`config.mk`:
```
export PLATFORM = sky130hd
export DESIGN_NAME = ivl_uvm_ovl_clk_div_ctrl
export DESIGN_NICKNAME = d
export VERILOG_FILES = /design/src/rtl/ivl_uvm_ovl_clk_div_ctrl.sv
export SDC_FILE = /design/constraint.sdc
export NUM_CORES = 1
export LEC_CHECK = 0
export ABC_AREA = 1
export CELL_PAD_IN_SITES_DETAIL_PLACEMENT = 0
export CELL_PAD_IN_SITES_GLOBAL_PLACEMENT = 1
export CORE_ASPECT_RATIO = 0.9
export CORE_MARGIN = 1.5
export CORE_UTILIZATION = 45
export CTS_BUF_LIST = sky130_fd_sc_hd__clkbuf_8
export DETAILED_ROUTE_END_ITERATION = 8
export GPL_TIMING_DRIVEN = 0
export PLACE_DENSITY_LB_ADDON = 0.1
export SLEW_MARGIN = 20
export SYNTH_ARGS = -nofsm -noshare
export SYNTH_HDL_FRONTEND = slang
export SYNTH_SLANG_ARGS = --single-unit
```
`constraint.sdc`:
```
create_clock -name i_clk -period 5.33 [get_ports i_clk]
set_input_delay 0.7995 -clock i_clk [delete_from_list [all_inputs] [get_ports i_clk]]
set_output_delay 0.7995 -clock i_clk [all_outputs]
set_load 0.05 [all_outputs]
```
`src/rtl/ivl_uvm_ovl_clk_div_ctrl.sv`:
```
// Programmable clock-divider controller.
// Produces a registered divided clock plus a one-cycle period-start enable.
// Start and stop happen only on period boundaries, so clk_out never emits a runt pulse.
// A valid/ready port changes the divide ratio at run time; a new ratio takes effect
// only when a period wraps.
module ivl_uvm_ovl_clk_div_ctrl #(
    parameter int DIV_W   = 16,
    parameter int DEF_DIV = 10,
    parameter int MIN_DIV = 2
) (
    input  logic             i_clk,
    input  logic             i_rst_n,
    input  logic             i_run,
    input  logic             i_cfg_valid,
    input  logic [DIV_W-1:0] i_cfg_div,
    output logic             o_cfg_ready,
    output logic             o_cfg_err,
    output logic             o_clk_out,
    output logic             o_clk_en,
    output logic             o_busy,
    output logic [DIV_W-1:0] o_edge_cnt
);

    typedef enum logic [1:0] {
        ST_IDLE = 2'd0,
        ST_RUN  = 2'd1,
        ST_STOP = 2'd2
    } state_t;

    localparam logic [DIV_W-1:0] DEF_DIV_V = DIV_W'(DEF_DIV);
    localparam logic [DIV_W-1:0] MIN_DIV_V = DIV_W'(MIN_DIV);
    localparam logic [DIV_W-1:0] ONE_V     = DIV_W'(1);

    state_t           r_state, w_state_next;
    logic [DIV_W-1:0] r_cnt, w_cnt_next;
    logic [DIV_W-1:0] r_div, w_div_next;
    logic [DIV_W-1:0] r_pend, w_pend_next;
    logic             r_pend_v, w_pend_v_next;
    logic             r_cfg_err, w_cfg_err_next;
    logic             r_clk_out, w_clk_out_next;
    logic             r_clk_en, w_clk_en_next;
    logic [DIV_W-1:0] r_edge_cnt, w_edge_cnt_next;

    logic             w_wrap;
    logic             w_xfer;
    logic             w_busy_next;
    logic [DIV_W:0]   w_hi_next;

    // Last cycle of a period while the counter is active.
    assign w_wrap = (r_state != ST_IDLE) && (r_cnt == (r_div - ONE_V));
    assign w_xfer = i_cfg_valid && !r_pend_v;

    // Next-state, counter, ratio and output-flop inputs; outputs are computed from
    // next-state values so every output comes straight from a flop.
    always_comb begin
        w_state_next   = r_state;
        w_cnt_next     = r_cnt;
        w_div_next     = r_div;
        w_pend_next    = r_pend;
        w_pend_v_next  = r_pend_v;
        w_cfg_err_next = 1'b0;

        case (r_state)
            ST_IDLE: begin
                w_cnt_next = '0;
                if (i_run) begin
                    w_state_next = ST_RUN;
                end
                if (r_pend_v) begin
                    w_div_next    = r_pend;
                    w_pend_v_next = 1'b0;
                end
            end
            ST_RUN, ST_STOP: begin
                w_cnt_next = w_wrap ? '0 : (r_cnt + ONE_V);
                if (w_wrap && r_pend_v) begin
                    w_div_next    = r_pend;
                    w_pend_v_next = 1'b0;
                end
                if (r_state == ST_RUN) begin
                    if (!i_run) begin
                        w_state_next = ST_STOP;
                    end
                end else if (i_run) begin
                    w_state_next = ST_RUN;
                end else if (w_wrap) begin
                    w_state_next = ST_IDLE;
                end
            end
            default: begin
                w_state_next = ST_IDLE;
                w_cnt_next   = '0;
            end
        endcase

        // Only reachable when no ratio is pending, so it never collides with an apply above.
        if (w_xfer) begin
            if (i_cfg_div < MIN_DIV_V) begin
                w_cfg_err_next = 1'b1;
            end else begin
                w_pend_next   = i_cfg_div;
                w_pend_v_next = 1'b1;
            end
        end

        // Odd ratios give the extra cycle to the high phase.
        w_busy_next     = (w_state_next != ST_IDLE);
        w_hi_next       = ({1'b0, w_div_next} + {{DIV_W{1'b0}}, 1'b1}) >> 1;
        w_clk_out_next  = w_busy_next && ({1'b0, w_cnt_next} < w_hi_next);
        w_clk_en_next   = w_busy_next && (w_cnt_next == '0);
        w_edge_cnt_next = r_edge_cnt + {{(DIV_W-1){1'b0}}, w_clk_en_next};
    end

    // State and datapath registers with asynchronous reset.
    always_ff @(posedge i_clk or negedge i_rst_n) begin
        if (!i_rst_n) begin
            r_state    <= ST_IDLE;
            r_cnt      <= '0;
            r_div      <= DEF_DIV_V;
            r_pend     <= '0;
            r_pend_v   <= 1'b0;
            r_cfg_err  <= 1'b0;
            r_clk_out  <= 1'b0;
            r_clk_en   <= 1'b0;
            r_edge_cnt <= '0;
        end else begin
            r_state    <= w_state_next;
            r_cnt      <= w_cnt_next;
            r_div      <= w_div_next;
            r_pend     <= w_pend_next;
            r_pend_v   <= w_pend_v_next;
            r_cfg_err  <= w_cfg_err_next;
            r_clk_out  <= w_clk_out_next;
            r_clk_en   <= w_clk_en_next;
            r_edge_cnt <= w_edge_cnt_next;
        end
    end

    assign o_cfg_ready = !r_pend_v;
    assign o_cfg_err   = r_cfg_err;
    assign o_clk_out   = r_clk_out;
    assign o_clk_en    = r_clk_en;
    assign o_busy      = (r_state != ST_IDLE);
    assign o_edge_cnt  = r_edge_cnt;

endmodule

```
---- After elaboration in Yosys (flattened, before gate mapping) ----
Cells that the tools add are included.
word-level totals
  register bits ........................... 70
  input port bits ......................... 20
  output and inout bits ................... 21
operators by class
  $add $sub $neg .......................... 4
  magnitude comparators ................... 2
  equality and inequality tests ........... 3
  multiplexer cells ....................... 17
  bitwise gates (word level) .............. 1
  reductions and logical operators ........ 12
operators with widths
  cell                                                                            number
  16-bit 2-to-1 mux                                                               4
  16-bit one-hot mux with 2 select lines                                          1
  16-bit by 1-bit adder with 17-bit output (second input constant)                1
  16-bit by 1-bit adder with 16-bit output                                        1
  16-bit by 1-bit adder with 16-bit output (second input constant)                1
  16-bit equality test                                                            1
  16-bit zero test                                                                1
  16-bit less-than comparator                                                     1
  16-bit by 2-bit less-than comparator with 1-bit output (second input constant)  1
  16-bit by 1-bit subtractor with 16-bit output (second input constant)           1
  2-bit 2-to-1 mux                                                                5
  1-bit logical AND                                                               5
  1-bit 2-to-1 mux                                                                5
  2-bit one-hot mux with 2 select lines                                           1
  2-bit nonzero test                                                              2
  2-bit by 1-bit equality test with 1-bit output (second input constant)          1
  2-bit equality test (second input constant)                                     1
  2-bit zero test                                                                 1
  1-bit one-hot mux with 2 select lines                                           1
  2-bit AND reduction                                                             1
  2-bit OR reduction                                                              1
  1-bit zero test                                                                 1
  1-bit inverter                                                                  1

---- Longest topological paths before layout ----
  word-level depth ........................ 10
  mapped depth ............................ 29
  depth with buffers taken out ............ 29

---- Worst setup path before layout ----
Ideal clock, no wire load.
  path type ............................... reg-to-reg
  start point ............................. register r_state[0]
  end point ............................... register r_edge_cnt[14] (netlist: o_edge_cnt[14])
  arrival time ............................ 3,753 ps
  data required time ...................... 5,189 ps
  setup slack ............................. 1,435 ps
  stages on the path, launching flop included .. 29
  buffers on the path ..................... 3
  clock period less this slack ............ 3,895 ps
  path through ............................ dfrtp_1 -> inv_1 -> ha_1 -> clkbuf_1 -> inv_2 -> nand3_1 -> nor2_1 -> nand3_1 -> nor2_1 -> nand2_2 -> nor2_4 -> nand3_2 -> nand2_2 -> buf_6 -> buf_4 -> nor2_1 -> nor2_1 -> nand3_1 -> nor2_1 -> and3_1 -> ha_1 -> ha_1 -> nand3_1 -> nor2_1 -> and3_1 -> nand4_1 -> nor2_1 -> nand2_1 -> xnor2_1
RTL lines
  what                                      line  text
  start: declaration                        34    state_t r_state, w_state_next;
  start signal: assignment                  127   r_state <= w_state_next;
  2-bit nonzero test                        -
  via o_busy                                20    output logic o_busy,
  1-bit logical AND                         50    assign w_wrap = (r_state != ST_IDLE) && (r_cnt == (r_div - ONE_V));
  16-bit 2-to-1 mux                         75    w_cnt_next = w_wrap ? '0 : (r_cnt + ONE_V);
  16-bit 2-to-1 mux                         63    case (r_state)
  via w_cnt_next[0]                         35    logic [DIV_W-1:0] r_cnt, w_cnt_next;
  16-bit zero test                          110   w_clk_en_next = w_busy_next && (w_cnt_next == '0);
  1-bit logical AND                         110
  via w_clk_en_next                         41    logic r_clk_en, w_clk_en_next;
  16-bit by 1-bit adder with 16-bit output  111   w_edge_cnt_next = r_edge_cnt + {{(DIV_W-1){1'b0}}, w_clk_en_next};
  via w_edge_cnt_next[14]                   42    logic [DIV_W-1:0] r_edge_cnt, w_edge_cnt_next;
  end signal: assignment                    135   r_edge_cnt <= w_edge_cnt_next;
  end: declaration                          42
The timed path passes the listed nets, and every way through them passes these cells.
A chain may end at the register's enable or synchronous reset.

---- Final worst setup path ----
  start point ............................. register r_state[0]
  end point ............................... register r_edge_cnt[15] (netlist: o_edge_cnt[15])
RTL lines
  what                                        line
  2-bit nonzero test                          50
  1-bit logical AND                           50
  16-bit 2-to-1 mux                           75
  16-bit 2-to-1 mux *                         63
  via w_cnt_next[1]                           35
  16-bit zero test *                          110
  1-bit logical AND *                         110
  via w_clk_en_next                           41
  16-bit by 1-bit adder with 16-bit output *  111
  via w_edge_cnt_next[15]                     42
The timed path passes the listed nets; every way through them passes the cells marked *.

==> impl_results.md <==
* Port Buf Inserts at 40
* Final WS setup at 662 ps
* Core box area at 11,500 um^2
* Power per cell area at 627 nW/um^2
* Post-layout nets at 840
* Synth Register Bits at 70
* Highest Signal Layer: met4
* Antenna violations before repair at 0
* R2r endpoint: o_edge_cnt[15]$_DFF_PN0_
* Wire per inst at 14.9 um
* Synthesis Warnings at 0
* Worst EP arrival at 4930 ps
* CTS tree: done
* Syn Area/Cell at 7.16 um^2
* Pwr Total at 3.86 mW
* FF-to-FF path depth at 26
* Tcrit/Tclk final at 87.6%
* Status: finished clean
* Worst Setup End Kind: flip-flop
* Slew headroom at 65.7%
* Worst slew pin tran at 513 ps
* Cts bufs inserted at 9
* N_diodes at 0
* H-tree levels at 3
* Initial Util at 46.5%
* Std-Cell Rows at 37
* Die H at 106 um
* Chip Width at 118 um
* Antenna-violating nets left at 0
* Slew Viols, Final at 0
* Finished Layout Cells at 957
* Drt via density at 5.09
* Min Tclk post-route at 4670 ps
* Reg clk slew, reported paths at 80 ps
* Clk Latency, worst-skew pair at 370 ps
* Share of cells above drive strength 1 at 13.9%
* Library cells used by synthesis at 41
* Die area at 12,500 um^2
* Synthesized area at 5340 um^2
* Worst Path Required at 5590 ps
* Fin util at 53.6%
* PostCTS Resize Cnt at 0
* Num Clock Sinks at 70
* GP Congestion at 0.911
* Maxcap violations at 0
* Lkg Pwr at 3.11 nW
* Max VDD drop at 0.319 mV
* First-pass GRT wire length at 23.7 mm
* Unrepaired setup endpoints after global routing: no
* Final hold violation count at 0
* Cell family with most CP delay: simple AND/OR/NAND/NOR gates
* Largest net degree at the start of global routing at 41
* CP peak stage delay at 400 ps
* R2r setup slk at 660 ps
* Sequential fraction of the synthesis area at 32.9%
* Metal3 WL at 585 um
* DR iter-0 viols at 305
* CP max stage cell: dfrtp_1
* Clk_skew at 8.39 ps
* WL final at 14.2 mm
* Pre-antenna DRT Iters at 5
* Area Overhead vs Synth at 15.3%
* Total I/O pin count at 41
* Bufs on Longest Clock Path at 2
* Setup Buffers After CTS at 0
* Worst Setup Path Type: flip-flop to flip-flop
* Max FO, Critical Path at 10
* Most frequent cells in the layout: 202 x nand2_1, 90 x inv_1, 68 x nor2_1, 68 x dfrtp_1, 48 x nand3_1
* Vias in the first global route at 4,775
* Commonest non-fill, non-tap cell in the layout: nand2_1
* GRT overflow at 0
* Hold-fix buffers, CTS at 0
* Mapped Cells at 745
* HP Class: input pin to asynchronous set/reset pin
* Routed length on met2 at 6.52 mm
* # DRC at 0
* Final setup violating endpoints at 0
* Fmax at 0.214 GHz
* Syn_nets at 788
* Worst R2R Start: r_state[0]$_DFF_PN0_
* Routed via count at 4,870
* Crit path launch type: flip-flop
* DP Wirelength at 11.6 mm
* Root Buffer Master: clkbuf_8
* Setup_tns at 0 ps
* Post-place setup slack at 677 ps
* Bufs and invs on worst path at 5
* GRT Total Usage at 24.0%
* Routed met1 length at 6.83 mm
* Placed Instances at 942
## synthesized netlist by cell type, drive strengths merged
library cell	n	share of area, %
dfrtp	68	32
a2111oi	1	0.16
mux2	16	3.4
nand3	52	5.3
o31ai	1	0.23
nor4	5	0.59
nand2	227	18
a21oi	27	2.7
nor3	8	0.84
and2	2	0.23
buf	3	0.56
nand4	15	2.0
dfstp	2	0.98
xor2	25	4.1
nor2	92	8.7
a41oi	1	0.16
o21ai	40	3.8
inv	98	6.9
clkbuf	13	0.94
ha	23	5.4
xnor2	9	1.5
and3	3	0.35
nand3b	3	0.42
o21a	1	0.14
or2	5	0.59
clkinv	1	0.070
a211oi	3	0.42
a31oi	1	0.12
## final cells by class
type	instances	area [um^2]
repair buffers	41	418
inverters	99	372
fillers	1153	5330
well taps	156	195
clock buffers	9	124
flip-flops and latches	70	1750
clock inverters	6	80.1
plain buffers	16	80.1
multi-input cells	560	3130
## through the flow
step                area (um^2)  hold slack, ps
finish                     6150             364
global route               6150             374
CTS                        6150             360
detailed placement         5950             464
global placement           5930             462
floorplan                  5340             480
## state kept, by name, indices dropped and copies added (netlist names)
name / flops
o_cfg_err: 1
o_clk_en: 1
o_clk_out: 1
o_edge_cnt: 16
r_cnt: 16
r_div: 16
r_pend: 16
r_pend_v: 1
r_state: 2
## layer usage
layer  GRT usage [%]  up-vias
li1                -     2482
met1            31.0     2276
met2            39.8       89
met3            5.69       23
met4            7.40        0
met5               0        -
## how the worst max path moves through the flow
stage,start,endpoint,cells after the start
after floorplan,r_state[0]$_DFF_PN0_,o_edge_cnt[14]$_DFF_PN0_,28
after global placement,r_state[0]$_DFF_PN0_,o_edge_cnt[15]$_DFF_PN0_,26
after detailed placement,r_state[0]$_DFF_PN0_,o_edge_cnt[15]$_DFF_PN0_,26
after CTS,r_state[0]$_DFF_PN0_,o_edge_cnt[15]$_DFF_PN0_,26
after global routing,r_state[0]$_DFF_PN0_,o_edge_cnt[15]$_DFF_PN0_,26
final,r_state[0]$_DFF_PN0_,o_edge_cnt[15]$_DFF_PN0_,26
## cells by family after synthesis
kind of cell               share of synthesized area [%]
DFF                                                 32.9
and+or+nand+nor                                     36.6
muxes                                               3.38
AOI/OAI and AO/OA                                   7.74
buffers and inverters                               8.46
adders and majority gates                           5.39
xor gates and xnor gates                            5.58
## power by group
group | switching [mW] | internal [mW] | total (mW)
clock | 0.212 | 0.257 | 0.469
combinational | 1.67 | 0.811 | 2.48
sequential | 0.187 | 0.723 | 0.910
total | 2.07 | 1.79 | 3.86
(Power assumes the default switching activity.)
